==> src/rtl/reglist_seq_encoder_pkg.sv <==
// Shared constants, FSM state type and popcount helper for the register-list encoder.
package reglist_pkg;

   localparam int unsigned NREGS = 16;
   localparam int unsigned IDX_W = 4;
   localparam int unsigned CNT_W = 5;

   typedef enum logic [0:0] {
      IDLE = 1'b0,
      EMIT = 1'b1
   } state_e;

   function automatic logic [CNT_W-1:0] popcount(input logic [NREGS-1:0] vec);
      logic [CNT_W-1:0] cnt;
      cnt = {CNT_W{1'b0}};
      for (int i = 0; i < int'(NREGS); i++) begin
         cnt = cnt + CNT_W'(vec[i]);
      end
      return cnt;
   endfunction

endpackage

==> src/rtl/reglist_seq_encoder_if.sv <==
// Mask-in / index-out handshake bundle; slave is the encoder's view, master the environment's.
interface reglist_seq_encoder_if;
   import reglist_pkg::*;

   logic             in_valid;
   logic             in_ready;
   logic [NREGS-1:0] in_mask;
   logic             out_valid;
   logic             out_ready;
   logic [IDX_W-1:0] out_idx;
   logic             out_last;
   logic [CNT_W-1:0] out_total;
   logic             done;

   modport slave (
      input  in_valid, in_mask, out_ready,
      output in_ready, out_valid, out_idx, out_last, out_total, done
   );

   modport master (
      output in_valid, in_mask, out_ready,
      input  in_ready, out_valid, out_idx, out_last, out_total, done
   );

endinterface

==> src/rtl/reglist_seq_encoder_prio_enc.sv <==
// Priority encoder selecting the next register to emit; REGLIST_DESCEND_EN picks the
// highest set bit instead of the lowest.
module reglist_prio_enc
   import reglist_pkg::*;
(
   input  logic [NREGS-1:0] vec_i,
   output logic [IDX_W-1:0] idx_o,
   output logic             found_o
);

   logic [IDX_W-1:0] idx_s;
   logic             hit_s;

   // First-hit scan in emit order; later hits never override the first one.
   always_comb begin
      idx_s = {IDX_W{1'b0}};
      hit_s = 1'b0;
      for (int i = 0; i < int'(NREGS); i++) begin
`ifdef REGLIST_DESCEND_EN
         idx_s = (vec_i[int'(NREGS) - 1 - i] && !hit_s) ? IDX_W'(int'(NREGS) - 1 - i) : idx_s;
         hit_s = hit_s | vec_i[int'(NREGS) - 1 - i];
`else
         idx_s = (vec_i[i] && !hit_s) ? IDX_W'(i) : idx_s;
         hit_s = hit_s | vec_i[i];
`endif
      end
   end

   assign idx_o   = idx_s;
   assign found_o = hit_s;

endmodule

==> src/rtl/reglist_seq_encoder.sv <==
// Sequential register-list encoder: latches a register-select mask and emits one index
// per handshake. Emit order is set by REGLIST_DESCEND_EN inside reglist_prio_enc.
module reglist_seq_encoder
   import reglist_pkg::*;
(
   input  logic                  clk,
   input  logic                  reset,
   reglist_seq_encoder_if.slave  bus
);

   state_e           state_q,   state_d;
   logic [NREGS-1:0] pending_q, pending_d;
   logic [CNT_W-1:0] total_q,   total_d;
   logic             done_q,    done_d;

   logic [IDX_W-1:0] idx_s;
   logic             found_s;
   logic             emit_s;
   logic             last_s;
   logic [NREGS-1:0] sel_onehot_s;

   reglist_prio_enc u_prio_enc (
      .vec_i   (pending_q),
      .idx_o   (idx_s),
      .found_o (found_s)
   );

   assign emit_s       = (state_q == EMIT);
   assign last_s       = emit_s && (popcount(pending_q) == CNT_W'(1));
   assign sel_onehot_s = NREGS'(1) << idx_s;

   // Next-state, pending mask, popcount latch and done pulse.
   always_comb begin
      state_d   = state_q;
      pending_d = pending_q;
      total_d   = total_q;
      done_d    = 1'b0;
      case (state_q)
         IDLE: begin
            if (bus.in_valid) begin
               pending_d = bus.in_mask;
               total_d   = popcount(bus.in_mask);
               if (bus.in_mask != {NREGS{1'b0}}) begin
                  state_d = EMIT;
               end else begin
                  done_d = 1'b1;
               end
            end else begin
               state_d = IDLE;
            end
         end
         EMIT: begin
            if (bus.out_ready) begin
               pending_d = pending_q & ~sel_onehot_s;
               if (last_s) begin
                  state_d = IDLE;
                  done_d  = 1'b1;
               end else begin
                  state_d = EMIT;
               end
            end else begin
               pending_d = pending_q;
            end
         end
         default: begin
            state_d   = IDLE;
            pending_d = {NREGS{1'b0}};
         end
      endcase
   end

   // State registers; reset abandons any pending mask without a done pulse.
   always_ff @(posedge clk) begin
      if (reset) begin
         state_q   <= IDLE;
         pending_q <= {NREGS{1'b0}};
         total_q   <= {CNT_W{1'b0}};
         done_q    <= 1'b0;
      end else begin
         state_q   <= state_d;
         pending_q <= pending_d;
         total_q   <= total_d;
         done_q    <= done_d;
      end
   end

   assign bus.in_ready  = (state_q == IDLE);
   assign bus.out_valid = emit_s && found_s;
   assign bus.out_idx   = idx_s;
   assign bus.out_last  = last_s;
   assign bus.out_total = total_q;
   assign bus.done      = done_q;

endmodule

==> src/flat_wrapper.sv <==
// flat-port wrapper written by rule: the top's interface ports become plain ports
module reglist_seq_encoder_flat import reglist_pkg::*;
  (clk, reset, bus_in_valid, bus_in_mask, bus_out_ready, bus_in_ready, bus_out_valid, bus_out_idx, bus_out_last, bus_out_total, bus_done);
  reglist_seq_encoder_if bus_i ();
  input  logic clk;
  input  logic reset;
  input wire logic [$bits(bus_i.in_valid)-1:0] bus_in_valid;
  input wire logic [$bits(bus_i.in_mask)-1:0] bus_in_mask;
  input wire logic [$bits(bus_i.out_ready)-1:0] bus_out_ready;
  output wire logic [$bits(bus_i.in_ready)-1:0] bus_in_ready;
  output wire logic [$bits(bus_i.out_valid)-1:0] bus_out_valid;
  output wire logic [$bits(bus_i.out_idx)-1:0] bus_out_idx;
  output wire logic [$bits(bus_i.out_last)-1:0] bus_out_last;
  output wire logic [$bits(bus_i.out_total)-1:0] bus_out_total;
  output wire logic [$bits(bus_i.done)-1:0] bus_done;
  assign bus_i.in_valid = bus_in_valid;
  assign bus_i.in_mask = bus_in_mask;
  assign bus_i.out_ready = bus_out_ready;
  assign bus_in_ready = bus_i.in_ready;
  assign bus_out_valid = bus_i.out_valid;
  assign bus_out_idx = bus_i.out_idx;
  assign bus_out_last = bus_i.out_last;
  assign bus_out_total = bus_i.out_total;
  assign bus_done = bus_i.done;
  reglist_seq_encoder u_core (.clk(clk), .reset(reset), .bus(bus_i));
endmodule
==> config.mk <==
export PLATFORM = sky130hd
export DESIGN_NAME = reglist_seq_encoder_flat
export DESIGN_NICKNAME = d
export VERILOG_FILES = /design/src/rtl/reglist_seq_encoder_pkg.sv /design/src/rtl/reglist_seq_encoder_if.sv /design/src/rtl/reglist_seq_encoder_prio_enc.sv /design/src/rtl/reglist_seq_encoder.sv /design/src/flat_wrapper.sv
export SDC_FILE = /design/constraint.sdc
export NUM_CORES = 1
export LEC_CHECK = 0
export CAP_MARGIN = 20
export CELL_PAD_IN_SITES_DETAIL_PLACEMENT = 1
export CELL_PAD_IN_SITES_GLOBAL_PLACEMENT = 1
export CORE_MARGIN = 2
export CORE_UTILIZATION = 40
export CTS_CLUSTER_SIZE = 16
export DETAILED_ROUTE_END_ITERATION = 8
export GPL_TIMING_DRIVEN = 0
export PLACE_DENSITY_LB_ADDON = 0.1
export RECOVER_POWER = 25
export SLEW_MARGIN = 20
export SYNTH_ARGS = -nofsm -noshare
export SYNTH_HDL_FRONTEND = slang
export SYNTH_SLANG_ARGS = --single-unit
==> constraint.sdc <==
create_clock -name clk -period 5.7 [get_ports clk]
set_input_delay 1.14 -clock clk [delete_from_list [all_inputs] [get_ports clk]]
set_output_delay 1.14 -clock clk [all_outputs]
set_load 0.02 [all_outputs]
==> flow_metrics.py, run 1 <==
metrics = {
    "synthesis": {
        "synth_top_area_share": 0.228,
        "ys_top_cells_by_area": "dfxtp_1 (23%), fa_1 (20%), ha_1 (8.7%)",
        "synth_warnings": 0,
        "yosysMostFrequentCell": "inv_1",
        "syn_area_per_cell_um2": 8.13,
        "synth_edf_count": 0,
        "synth.top_cells.by_count": "inv_1 (44), nand2_1 (32), dfxtp_1 (23), a21oi_1 (21), fa_1 (20)",
        "synth_top_cell_by_area": "dfxtp_1",
        "synth.cell_area_um2": 2020,
        "ys_seq_area_frac": 0.228,
        "synth_nets": 302,
        "ys_seq_elements": 23,
        "synth.distinct_cells": 43,
        "syn_inst": 248,
        "ys_async_sr_fraction": 0,
        "synth-main-ff-cell": "dfxtp_1",
    },
    "route": {
        "vias_per_cell": 5.28,
        "dr.pass1.iters": 4,
        "drt-initial-drc-count": 87,
        "vias": 1868,
        "wirelength_mm": 5.71,
        "routedWlPerCell_um": 16.1,
        "post-route-drc-count": 0,
        "ant_nets": 0,
    },
    "clock_tree": {
        "cts_tree": "built",
        "cts_sinks": 23,
        "postCtsHoldBufs": 0,
        "clockBufferDepth": 2,
        "worstSkewPairLatency_ps": 260,
        "root_buffer": "clkbuf_8",
        "path_clk_slew_ps": 80,
        "cts_buffers": 3,
        "htreeDepth": 1,
    },
    "cells_and_area": {
        "n_antenna_cell": 0,
        "stdcell_count": 354,
        "syn_to_final_growth_pct": 24.6,
        "stdcell_area_um2": 2510,
        "n_fill_cell": 605,
        "layout-drive-gt1-share": 0.0836,
        "fin_nets": 342,
    },
    "placed_design": {
        "dpl.hpwl_mm": 4.86,
        "gp_congestion": 0.838,
        "dp.cells": 347,
        "placed_area_um2": 2420,
        "io_buffer_count": 32,
        "dp_slack_ps": -446,
    },
    "pwr": {
        "power_frac_clock": 0.136,
        "switchingPower_mw": 0.318,
        "p_per_area_nw_per_um2": 302,
        "netSwitchingFraction": 0.420,
        "p_comb_frac": 0.598,
        "peakVddDrop_uv": 170,
        "leakage_nw": 1.09,
        "internal_power_mw": 0.439,
        "seqPwrFrac": 0.266,
    },
    "grt": {
        "grt_pass1_vias": 1969,
        "grt_usage": 0.225,
        "overflow": 0,
        "grt_max_degree": 13,
        "grt_first_pass_wirelength_mm": 9.49,
        "antenna_found_initial": 0,
    },
    "timing": {
        "fmax_mhz": 175,
        "setup_ws_ps": -27.0,
        "hold_violations": 0,
        "finalSetupViolCount": 1,
        "finalCriticalPeriod_ps": 5730,
        "min_period_over_period": 1.00,
        "maxSlewHeadroom": 0.599,
        "drv_slew": 0,
        "fin_skew_ps": 3.46,
        "grt_setup_unrepaired": "true",
        "holdWs_ps": 461,
        "worst_pin_slew_ps": 596,
    },
    "setup_path": {
        "critical_path_buf_inv_count": 6,
        "cp.arrival_ps": 4590,
        "cp_common_cell": "fa_1",
        "cp_slowest_stage_delay_ps": 510,
        "critPathRequiredTime_ps": 4560,
        "end_kind": "primary output",
        "critPathSlowestCell": "fa_1",
        "critPathTopFamily": "adder cells",
        "cp_max_fo": 3,
        "critPathKind": "flop to primary output",
        "worstSetupStartpointType": "flop",
        "critPathLaunch": "u_core.pending_q[1]",
        "cp_cell_sequence": "inv_2 -> ha_4 -> inv_2 -> fa_1 -> inv_1 -> fa_1 -> fa_1 -> inv_1 -> fa_1 -> inv_2 -> fa_2 -> fa_1 -> nor4b_2 -> nand2_1 -> a21oi_2 -> buf_4",
        "timing.rr.start": "u_core.pending_q[1]",
    },
    "die": {
        "fp.dieH_um": 75.0,
        "floorplan.die_area_um2": 5620,
        "die_w_um": 75.0,
        "num_rows": 25,
        "io-pin-count": 33,
        "core_area_um2": 4790,
        "initial_core_util": 0.421,
    },
    "min_path": {
        "min_path_type": "flop to flop",
        "hold_path_startpoint": "u_core.bus.out_total[1]",
    },
    "run": {
        "max-cap-violations": 0,
    },
    "status": {
        "status": "finished, violations left",
        "violations": "negative setup slack",
    },
}
[power groups by stage]
stage / sequential [mW] / combinational (mW) / clock [mW]
2_1_floorplan: 0.212 / 0.289 / 0
3_5_place_dp: 0.205 / 0.443 / 0
3_3_place_gp: 0.205 / 0.429 / 0
6_report: 0.202 / 0.453 / 0.103
4_1_cts: 0.202 / 0.458 / 0.104
5_1_grt: 0.205 / 0.528 / 0.111
[stage by stage]
stage,utilization,setup TNS [ps],power (mW)
final,0.525,-27.0,0.758
after CTS,0.520,-70.5,0.764
after global routing,0.525,-281,0.844
after floorplan,-,0,0.501
after global placement,0.506,-431,0.633
after detailed placement,0.506,-446,0.648
[final cells by class]
cell class	instances	area [µm²]	area share
inverter	44	165	0.0657
multi-input combinational	172	1380	0.549
sequential	23	463	0.184
tap	67	83.8	0.0334
timing repair buffer	35	340	0.135
buffer	9	35.0	0.0139
clock buffer	4	45.0	0.0179
[path summary, 6_finish.rpt]
| check | to | slack [ps] | cells past startpoint |
|---|---|---|---|
| max | bus_out_last | -30 | 16 |
| max reg2reg | u_core.emit_s | 1020 | 19 |
| min reg2reg | u_core.bus.out_total[1] | 460 | 2 |
| min | u_core.bus.out_total[1] | 460 | 2 |
[cell usage in the layout, fill, tap and decap left out, drive strengths merged, types with 3 or more instances in the layout]
cell,count
a211oi,5
a21oi,21
buf,5
clkbuf,12
clkdlybuf4s50,24
dfxtp,23
dlygate4sd3,7
fa,20
ha,14
inv,44
nand2,32
nand3,5
nor2,18
nor3,8
nor4,4
nor4b,3
o211ai,8
o21ai,5
[flip-flops by register name (all words and copies together), names as in the netlist]
register and flops:
u_core.pending_q 16, u_core.bus.out_total 5, u_core.bus.done 1, u_core.emit_s 1
[logic make-up after synthesis]
kind of cell | share of synthesized area
mux | 0.00497
simple gates | 0.195
buf+inv | 0.0993
flops | 0.228
fa+ha+maj | 0.286
compound gates | 0.178
xor+xnor | 0.00869
[tightest hold or removal path, stage by stage (launching register included)]
cell     delay [ps]
dfxtp_1         310
nand2_1          50
a21oi_1          50
[timing repair]
item                                    CTS  global route
endpoints found under the setup margin    1             1
resized for setup                        14             1
buffers inserted                          0             3
pin swaps                                 2             1
hold endpoints to repair                  0             0
[metal layers]
layer	wire, µm	global-route usage	vias to the layer above
li1	-	-	909
met1	2530	0.289	917
met2	2970	0.412	34
met3	137	0.0174	8
met4	77	0.0496	0
met5	0	0	-
Note: power is estimated with default switching activity, not from simulation.
==> run 2: changes to the inputs <==
--- a/config.mk
+++ b/config.mk
@@ -13,7 +13,7 @@
 export CTS_CLUSTER_SIZE = 16
 export DETAILED_ROUTE_END_ITERATION = 8
 export GPL_TIMING_DRIVEN = 0
-export PLACE_DENSITY_LB_ADDON = 0.1
+export PLACE_DENSITY_LB_ADDON = 0.2
 export RECOVER_POWER = 25
 export SLEW_MARGIN = 20
 export SYNTH_ARGS = -nofsm -noshare
==> constraint.sdc (replaced) <==
create_clock -name clk -period 5.94 [get_ports clk]
set_input_delay 1.188 -clock clk [delete_from_list [all_inputs] [get_ports clk]]
set_output_delay 1.188 -clock clk [all_outputs]
set_load 0.02 [all_outputs]
==> flow_metrics.py, run 2 (synthesis results as in run 1) <==
metrics = {
    "status": {
        "status": "finished clean",
    },
    "grt": {
        "grt_max_degree": 13,
        "grt_pass1_vias": 1947,
        "grtUsageMet2": 0.379,
        "gr-usage-met3": 0.0415,
        "antenna_found_initial": 0,
        "grt_first_pass_wirelength_mm": 9.70,
        "grtUsageMet1": 0.330,
        "grt_busiest_layer": "met2",
        "overflow": 0,
        "grt_usage": 0.232,
    },
    "die": {
        "die_w_um": 75.0,
        "floorplan.die_area_um2": 5620,
        "io-pin-count": 33,
        "initial_core_util": 0.421,
        "fp.dieH_um": 75.0,
        "num_rows": 25,
        "core_area_um2": 4790,
    },
    "run": {
        "max-cap-violations": 0,
    },
    "timing": {
        "finalCriticalPeriod_ps": 5780,
        "fin_skew_ps": 1.91,
        "drv_slew": 0,
        "min_period_over_period": 0.973,
        "maxSlewHeadroom": 0.603,
        "hold_violations": 0,
        "worst_pin_slew_ps": 595,
        "fin_setup_tns_ps": 0,
        "fmax_mhz": 173,
        "finalSetupViolCount": 0,
    },
    "setup_path": {
        "critPathKind": "flop to primary output",
        "cp.arrival_ps": 4590,
        "worstSetupStartpointType": "flop",
        "cp_max_fo": 3,
        "critPathRequiredTime_ps": 4750,
        "end_kind": "primary output",
    },
    "placed_design": {
        "io_buffer_count": 32,
        "gp_congestion": 0.932,
        "dpl.hpwl_mm": 4.97,
    },
    "cells_and_area": {
        "layout_common_cells": "inv_1 (41), nand2_1 (32), clkdlybuf4s50_1 (25), dfxtp_1 (21), a21oi_1 (20)",
        "n_antenna_cell": 0,
        "fin_nets": 342,
        "regArea_um2": 463,
        "final_common_cell": "inv_1",
        "syn_to_final_growth_pct": 24.6,
        "largest-register": "u_core.pending_q",
        "layout-drive-gt1-share": 0.0767,
        "n_fill_cell": 605,
        "largest_reg_flops": 16,
        "multiInputGateArea_um2": 1380,
    },
    "pwr": {
        "leakage_nw": 1.08,
        "peakVddDrop_uv": 161,
        "p_per_area_nw_per_um2": 296,
        "total_power_mw": 0.744,
    },
    "clock_tree": {
        "root_buffer": "clkbuf_8",
        "cts_tree": "built",
        "worstSkewPairLatency_ps": 270,
        "clockBufferDepth": 2,
        "htreeDepth": 1,
        "postCtsHoldBufs": 0,
        "cts_buffers": 3,
        "cts_sinks": 23,
        "path_clk_slew_ps": 80,
    },
    "route": {
        "wirelength_mm": 5.98,
        "post-route-drc-count": 0,
        "dr.pass1.iters": 4,
        "vias": 1869,
        "drt-initial-drc-count": 62,
        "vias_per_cell": 5.28,
        "routedWlPerCell_um": 16.9,
        "ant_nets": 0,
    },
    "min_path": {
        "min_path_type": "flop to flop",
    },
}
==> run 2: final cells by class <==
class                   count  area share
plain buffers               9      0.0140
clock buffers               4      0.0179
inverters                  44      0.0658
multi-input cells         172       0.548
flip-flops and latches     23       0.184
well taps                  67      0.0334
repair buffers             35       0.137
==> run 2: metal layers <==
| layer | routed length, µm | part of all wire | vias up |
|---|---|---|---|
| met5 | 0 | 0 | - |
| met4 | 29 | 0.0048 | 0 |
| met3 | 170 | 0.028 | 4 |
| met2 | 2930 | 0.49 | 32 |
| met1 | 2860 | 0.48 | 917 |
| li1 | - | - | 916 |
==> run 2: report_power, final <==
group          total (mW)  internal (mW)  switching, mW
clock network       0.101         0.0480         0.0530
registers           0.194          0.173         0.0207
logic               0.449          0.202          0.247
total               0.744          0.423          0.321
==> run 2: critical path, stage by stage (launching register included) <==
cell and delay [ps]:
dfxtp_2 360, inv_2 50, ha_1 270, inv_1 50, fa_1 490, inv_2 60, fa_1 440, fa_1 510
inv_2 50, fa_1 480, inv_1 60, fa_2 350, fa_1 450, nor4b_2 290, nand2_1 130, a21oi_4 180
buf_6 140
==> run 2: per-stage QoR <==
stage | setup slack (ps) | hold slack [ps] | instance area [µm²] | instances | util
6_report | 160 | 458 | 2510 | 354 | 0.525
5_1_grt | -1.90 | 482 | 2510 | 354 | 0.525
4_1_cts | 33.0 | 462 | 2500 | 352 | 0.522
3_5_place_dp | -420 | 451 | 2420 | 347 | 0.506
3_3_place_gp | -322 | 445 | 2420 | 347 | 0.506
2_1_floorplan | 480 | 462 | 2020 | 248 | -
==> run 2: path summary, 6_finish.rpt <==
| check | start | end | slack (ps) | depth (start not counted) |
|---|---|---|---|---|
| worst min register to register | u_core.bus.out_total[0] | u_core.bus.out_total[0] | 460 | 2 |
| worst min-delay path | u_core.bus.out_total[0] | u_core.bus.out_total[0] | 460 | 2 |
| worst max-delay path | u_core.pending_q[0] | bus_out_last | 160 | 16 |
| worst max register to register | u_core.pending_q[0] | u_core.emit_s | 1220 | 19 |
==> run 2: what timing repair did <==
action                     CTS  global route
pin swaps                    1             3
resized for setup           12             3
buffers inserted             1             2
setup endpoints to repair    1             1
hold endpoints to repair     0             0
